==> config.mk <==
export PLATFORM = sky130hd
export DESIGN_NAME = branch_history_gshare
export DESIGN_NICKNAME = d
export VERILOG_FILES = /design/src/rtl/branch_history_gshare.sv
export SDC_FILE = /design/constraint.sdc
export NUM_CORES = 1
export LEC_CHECK = 0
export BUFFER_PORTS_ARGS = -buffer_cell sky130_fd_sc_hd__buf_2
export CORE_MARGIN = 3
export CORE_UTILIZATION = 52
export DETAILED_ROUTE_END_ITERATION = 8
export PLACE_DENSITY_LB_ADDON = 0.12
export SYNTH_ARGS = -nofsm -noshare
export SYNTH_HDL_FRONTEND = slang
export SYNTH_SLANG_ARGS = --single-unit
==> constraint.sdc <==
create_clock -name clk -period 2.7 [get_ports clk]
set_input_delay 0.405 -clock clk [delete_from_list [all_inputs] [get_ports clk]]
set_output_delay 0.405 -clock clk [all_outputs]
set_load 0.01 [all_outputs]
==> src/rtl/branch_history_gshare.sv <==
// Gshare history front end: speculative/committed global history, PHT read
// index generation, and an in-order queue of in-flight branch indices that are
// replayed to the PHT update port when each branch resolves.
module branch_history_gshare #(
    parameter int HIST_W = 10,
    parameter int DEPTH  = 4,
    parameter int PC_LSB = 2
) (
    input  logic              clk,
    input  logic              rst,
    input  logic              pred_valid,
    input  logic [31:0]       pred_pc,
    input  logic              pred_taken,
    output logic [HIST_W-1:0] pred_index,
    input  logic              resolve_valid,
    input  logic              resolve_taken,
    input  logic              resolve_mispredict,
    output logic              upd_valid,
    output logic [HIST_W-1:0] upd_index,
    output logic              upd_taken,
    output logic              full,
    output logic              empty,
    output logic [HIST_W-1:0] spec_ghr,
    output logic [HIST_W-1:0] arch_ghr
);

    localparam int PTR_W = $clog2(DEPTH);
    localparam int CNT_W = PTR_W + 1;

    logic [HIST_W-1:0] queue [DEPTH];
    logic [PTR_W-1:0]  rd_ptr;
    logic [PTR_W-1:0]  wr_ptr;
    logic [CNT_W-1:0]  count;

    logic do_pop;
    logic do_flush;
    logic do_push;

    // PC bits outside the index window are intentionally not used.
    logic unused_pc_bits;
    assign unused_pc_bits = ^{pred_pc[31:PC_LSB+HIST_W], pred_pc[PC_LSB-1:0]};

    // Index and queue status are pure functions of current state and inputs.
    always_comb begin
        pred_index = pred_pc[PC_LSB +: HIST_W] ^ spec_ghr;
        full       = (count == CNT_W'(DEPTH));
        empty      = (count == '0);
        do_pop     = resolve_valid & ~empty;
        // A mispredict only means something when there is a branch to pop.
        do_flush   = do_pop & resolve_mispredict;
        // Wrong-path predictions in the flush cycle are dropped.
        do_push    = pred_valid & ~full & ~do_flush;
    end

    // Queue storage: written at the tail on every accepted prediction.
    always_ff @(posedge clk) begin
        if (do_push && !rst) begin
            queue[wr_ptr] <= pred_index;
        end
    end

    // Pointers, occupancy and both history registers.
    always_ff @(posedge clk) begin
        if (rst) begin
            rd_ptr   <= '0;
            wr_ptr   <= '0;
            count    <= '0;
            spec_ghr <= '0;
            arch_ghr <= '0;
        end else begin
            if (do_pop) begin
                arch_ghr <= {arch_ghr[HIST_W-2:0], resolve_taken};
            end
            if (do_flush) begin
                rd_ptr   <= '0;
                wr_ptr   <= '0;
                count    <= '0;
                spec_ghr <= {arch_ghr[HIST_W-2:0], resolve_taken};
            end else begin
                if (do_push) begin
                    wr_ptr   <= wr_ptr + 1'b1;
                    spec_ghr <= {spec_ghr[HIST_W-2:0], pred_taken};
                end
                if (do_pop) begin
                    rd_ptr <= rd_ptr + 1'b1;
                end
                case ({do_push, do_pop})
                    2'b10:   count <= count + 1'b1;
                    2'b01:   count <= count - 1'b1;
                    default: count <= count;
                endcase
            end
        end
    end

    // Registered PHT update: strobe for one cycle after each pop, payload held otherwise.
    always_ff @(posedge clk) begin
        if (rst) begin
            upd_valid <= 1'b0;
            upd_index <= '0;
            upd_taken <= 1'b0;
        end else begin
            upd_valid <= do_pop;
            if (do_pop) begin
                upd_index <= queue[rd_ptr];
                upd_taken <= resolve_taken;
            end
        end
    end

endmodule

==> results of run 1 <==
==> registers in the layout, indices dropped and copies added (netlist names) <==
name / cells
queue: 40
arch_ghr: 10
spec_ghr: 10
upd_index: 10
count: 3
rd_ptr: 2
wr_ptr: 2
upd_valid: 1
==> stage by stage <==
| stage | std cells | setup WS (ps) |
|---|---|---|
| finish | 401 | 245.2 |
| global route | 401 | 89.39 |
| CTS | 401 | 218.3 |
| detailed placement | 385 | 250.1 |
| global placement | 385 | 318.6 |
| floorplan | 264 | 452.1 |
==> final cells by class <==
cell class	count	area (um2)
clock buffer	11	141.4
clock inverter	5	81.33
timing repair buffer	66	345.3
inverter	9	33.78
fill	469	1932
tap	72	90.09
sequential	78	1962
multi-input combinational	160	1090
==> final timing paths <==
path                            slack (ps)                         to                      start
worst max-delay path                   250      count[2]$_SDFFE_PP0P_      count[0]$_SDFFE_PP0P_
worst min-delay path                   320   arch_ghr[0]$_SDFFE_PP0P_              resolve_taken
worst max register to register         250      count[2]$_SDFFE_PP0P_      count[0]$_SDFFE_PP0P_
worst min register to register         450  upd_index[9]$_SDFFE_PP0P_  upd_index[9]$_SDFFE_PP0P_
==> routing by layer <==
layer	track usage	vias to the layer above
met5	0	-
met4	0.05263	0
met3	0.05035	4
met2	0.3030	63
met1	0.2613	1008
li1	-	1067
==> kinds of logic after synthesis <==
kind of cell               share of synthesized area
muxes                                        0.07132
xor gates and xnor gates                     0.03605
AOI/OAI and AO/OA                             0.1145
DFF                                           0.6212
and+or+nand+nor                              0.09429
buffers and inverters                        0.03645
adders and majority gates                    0.02615
==> worst max-delay path, cell delays in order, from the launching register on <==
cell and delay [ps]:
dfxtp_1 400, or3b_4 520, inv_2 90, nor2_1 80, nand2_1 90, ha_1 170, inv_1 60, fa_1 370
xor2_1 160, or3_1 310, a21oi_1 140
==> synth_stat cells (all sizes together), types with 5 or more instances <==
master	instances	area, um2
xor2	12	105.1
mux4	10	225.2
ha	5	62.56
nand2	41	153.9
dfxtp	38	760.7
a21oi	25	125.1
edfxtp	40	1201
buf	8	47.54
a211oi	8	60.06
nor2	17	63.81
clkbuf	9	33.78
o21ai	14	70.07
a31oi	8	50.05
inv	9	33.79
==> report_power, final <==
part | internal (mW) | switching [mW]
combinational | 0.409 | 0.542
sequential | 1.45 | 0.170
clock | 0.548 | 0.408
==> impl_metrics.csv, run 1 <==
group,metric,value,unit
cells_and_area,final_common_cell,"buf_2",
timing,tns,0,ps
routing,routed.top_layer,"met4",
routing,wirelength,6.462,mm
timing,maxSlewViolCount,0,
cells_and_area,drive_above_1_share,0.2918,
routing,drc,0,
cells_and_area,design_area,0.003744,mm2
synthesis,synth_seq_cells,78,
worst_setup_path,worstPathArrival,2720,ps
routing,avgViaCountPerCell,5.342,
timing,max_freq,407.4,MHz
floorplan,coreArea,0.005675,mm2
cells_and_area,most-common-layout-cells,"buf_2, nand2_1, edfxtp_1",
global_routing,grt_pass1_wl,10.55,mm
cells_and_area,nets,369,
worst_hold_path,whs_path_depth,3,
clock_network,clkSlewWorstSetupHoldPaths,80,ps
floorplan,die_y,83.93,um
clock_network,cts_tree,"yes",
worst_setup_path,cp_max_fo,13,
worst_setup_path,rr_worst_depth,10,
worst_setup_path,start_kind,"register",
routing,wl_met2,3.094,mm
power_and_ir_drop,ir_drop,0.6126,mV
power_and_ir_drop,power_density,941.7,mW/mm2
synthesis,synthArstFlopShare,0,
routing,antenna_left,0,
worst_setup_path,crit_path_end_kind,"register",
synthesis,synthesis.area,0.003158,mm2
cells_and_area,area_delta_synth_final,18.54,%
timing,post-route-period-util,0.9092,
timing,hold_viol,0,
global_routing,grt_max_degree,34,
synthesis,synth.avg_cell_area,11.96,um2
worst_setup_path,worstSetupPathType,"register to register",
synthesis,yosysSeqAreaShare,0.6212,
flow_run,maxCapViolCount,0,
floorplan,fp-row-count,27,
outcome,status,"complete, no violations",
synthesis,synth_edf_count,40,
synthesis,yosys_warnings,0,
clock_network,cts_sinks,78,
clock_network,cts_root_buf,"clkbuf_8",
routing,dr.first_iter.drc_count,103,
global_routing,grt_pass1_vias,2055,
clock_network,cts_setup_buffers,0,
synthesis,synth_cell_type_count,31,
clock_network,cts.path.max_buffers,2,
place,placed_area,0.003521,mm2
worst_setup_path,worstPathRequired,2970,ps
timing,worst_slew_pin_slew,781.9,ps
global_routing,track_usage,0.1912,
routing,vias,2142,
timing,rsz0062_at_grt,"false",
timing,setup_violations,0,
worst_hold_path,hold_path.class,"input pin to register",
clock_network,ctsResizeCount,0,
synthesis,syn_nets,309,
cells_and_area,diodes,0,
timing,period_needed,2455,ps
global_routing,overflow,0,
routing,dr.pass1.iters,4,
floorplan,initial_utilization,0.5564,
cells_and_area,post-route-util,0.6596,
clock_network,clk_latency,340,ps
clock_network,hold_buffers,0,
synthesis,syn-instance-count,264,
routing,wl_met1,2.999,mm
place,io_buffer_count,60,
floorplan,dieArea,0.007044,mm2
timing,holdWs,320.2,ps
timing,slew-limit-headroom,0.4780,
routing,routedWlPerCell,16.11,um
place,gp_congestion,0.7428,
synthesis,synth_top_flop_cell,"edfxtp_1",
place,place_hpwl,4.282,mm
timing,finClkSkew,8.877,ps
power_and_ir_drop,leakagePower,1.477,nW
clock_network,numCtsBuffers,9,
power_and_ir_drop,finalPower,3.525,mW
clock_network,cts.htree.levels,3,
routing,dr_wl_met3,325,um
global_routing,grt_antenna_before_repair,0,
floorplan,ios,83,
floorplan,die_width,83.93,um
(Power assumes the default switching activity.)
==> run 2: changes to the inputs <==
Settings changed: PLACE_DENSITY set to 0.77, PLACE_DENSITY_LB_ADDON 0.12 to unset, SKIP_LAST_GASP set to 1.
==> run 2 against run 1 <==
Die area unchanged; hold slack improved by 11 ps; flip-flop and latch count unchanged; critical path depth unchanged; sequential power about the same; routed wire length decreased by 0.82%; fmax decreased by 0.89%; cell area decreased by 0.13%; register-to-register slack got worse by 20 ps; critical endpoint unchanged; largest cell class unchanged; largest power group unchanged; highest routed layer unchanged.
==> impl_metrics.csv, run 2 (synthesis results as in run 1) <==
group,metric,value,unit
cells_and_area,area_delta_synth_final,18.38,%
routing,avgViaCountPerCell,5.458,
worst_setup_path,r2r_slack,220,ps
clock_network,clkSlewWorstSetupHoldPaths,70,ps
place,place_hpwl,4.377,mm
worst_setup_path,cp_max_fo,13,
power_and_ir_drop,finalPower,3.481,mW
routing,vias,2194,
routing,dr.first_iter.drc_count,170,
routing,wl_met1,2.758,mm
timing,post-route-period-util,0.9174,
floorplan,die_y,83.93,um
outcome,status,"complete, no violations",
cells_and_area,num-fill-cells,460,
global_routing,grt_pass1_wl,10.73,mm
clock_network,numCtsBuffers,9,
global_routing,grt_antenna_before_repair,0,
place,gp_congestion,0.8019,
timing,worst_slew_pin_slew,636.5,ps
timing,tns,0,ps
clock_network,cts_tree,"yes",
routing,wirelength,6.409,mm
routing,routed.top_layer,"met4",
place,io_buffer_count,60,
clock_network,ctsResizeCount,0,
worst_setup_path,timing.rr.start,"count[2]$_SDFFE_PP0P_",
place,pre_cts_ws,260.8,ps
timing,max_freq,403.7,MHz
floorplan,fp-row-count,27,
power_and_ir_drop,ir_drop,0.5176,mV
cells_and_area,diodes,0,
global_routing,overflow,0,
floorplan,initial_utilization,0.5564,
cells_and_area,most-common-layout-cells,"buf_2, nand2_1, edfxtp_1",
clock_network,cts_setup_buffers,0,
global_routing,grt_max_degree,34,
cells_and_area,nets,370,
routing,dr_wl_met3,426,um
worst_setup_path,rr_worst_depth,10,
clock_network,cts.htree.levels,3,
routing,dr.pass1.iters,4,
cells_and_area,post-route-util,0.6587,
timing,maxSlewViolCount,0,
clock_network,cts_root_buf,"clkbuf_8",
timing,holdWs,330.9,ps
cells_and_area,final_common_cell,"buf_2",
clock_network,cts.path.max_buffers,2,
worst_setup_path,r2r-end,"count[2]$_SDFFE_PP0P_",
worst_setup_path,worstPathRequired,2970,ps
timing,slew-limit-headroom,0.5756,
timing,setup_ws,223.1,ps
floorplan,ios,83,
routing,routedWlPerCell,15.94,um
worst_setup_path,crit_path_end_kind,"register",
routing,drc,0,
routing,antenna_left,0,
worst_setup_path,crit_start,"count[2]$_SDFFE_PP0P_",
timing,period_needed,2477,ps
clock_network,hold_buffers,0,
global_routing,grt_pass1_vias,2208,
routing,wl_met2,3.146,mm
timing,setup_violations,0,
timing,rsz0062_at_grt,"false",
worst_setup_path,worstPathArrival,2750,ps
clock_network,cts_sinks,78,
floorplan,die_width,83.93,um
worst_setup_path,start_kind,"register",
worst_setup_path,worstSetupPathType,"register to register",
timing,finClkSkew,6.590,ps
clock_network,clk_latency,340,ps
power_and_ir_drop,leakagePower,1.486,nW
floorplan,coreArea,0.005675,mm2
cells_and_area,drive_above_1_share,0.2970,
worst_setup_path,endpoint,"count[2]$_SDFFE_PP0P_",
global_routing,track_usage,0.1972,
power_and_ir_drop,power_density,931.2,mW/mm2
worst_hold_path,whs_path_depth,3,
floorplan,dieArea,0.007044,mm2
timing,hold_viol,0,
flow_run,maxCapViolCount,0,
worst_hold_path,hold_path.class,"input pin to register",
cells_and_area,largest_register_ff_count,40,
cells_and_area,top_register,"queue",
[run 2: cell count changes in the layout (fill, tap and decap cells not counted)]
| cell | previous run | this run |
|---|---|---|
| inv_6 | 1 | 0 |
| clkinvlp_4 | 1 | 0 |
| buf_4 | 6 | 7 |
| clkinv_2 | 1 | 2 |
| clkbuf_1 | 1 | 0 |
| o31ai_2 | 0 | 1 |
| o31ai_4 | 1 | 0 |
| bufinv_16 | 2 | 1 |
| clkbuf_8 | 10 | 13 |
[run 2: worst min-delay path by stage]
stage                         startpoint                   endpoint  slack [ps]
6_report                   resolve_taken   arch_ghr[0]$_SDFFE_PP0P_         330
5_1_grt                    resolve_taken   arch_ghr[0]$_SDFFE_PP0P_         340
4_1_cts                    resolve_taken   arch_ghr[0]$_SDFFE_PP0P_         300
3_5_place_dp   upd_index[2]$_SDFFE_PP0P_  upd_index[2]$_SDFFE_PP0P_         440
3_3_place_gp   upd_index[9]$_SDFFE_PP0P_  upd_index[9]$_SDFFE_PP0P_         440
2_1_floorplan   arch_ghr[9]$_SDFFE_PP0P_   arch_ghr[9]$_SDFFE_PP0P_         480
[run 2: power breakdown]
| group | switching, mW | leakage, nW | internal (mW) | total [mW] |
|---|---|---|---|---|
| Sequential | 0.149 | 0.672 | 1.45 | 1.60 |
| Combinational | 0.557 | 0.699 | 0.408 | 0.965 |
| Clock | 0.394 | 0.115 | 0.525 | 0.919 |
| Total | 1.10 | 1.49 | 2.38 | 3.48 |
[run 2: area by class of cell]
class	count	area (um2)	share of cell area
Clock buffer	13	178.9	0.04786
Clock inverter	3	40.04	0.01071
Inverter	9	33.78	0.009036
Multi-Input combinational cell	160	1081	0.2892
Sequential cell	78	1962	0.5248
Tap cell	72	90.09	0.02410
Timing Repair Buffer	67	352.8	0.09438
[run 2: worst max-delay path, stage by stage (launching register included)]
cell and delay (ps):
dfxtp_1 450, or3b_4 510, inv_2 80, nor2_1 80
nand2_1 80, ha_1 170, inv_1 60, fa_1 370
xor2_1 160, or3_1 310, a21oi_1 150
[run 2: per-stage QoR]
step	cell area [um2]	cells
global route	3739	402
CTS	3739	402
finish	3739	402
detailed placement	3520	386
global placement	3520	386
floorplan	3158	264
[run 2: layer usage]
metal,up-vias,track usage
li1,1065,-
met1,1049,0.2391
met2,72,0.3225
met3,8,0.07404
met4,0,0.07018
met5,-,0
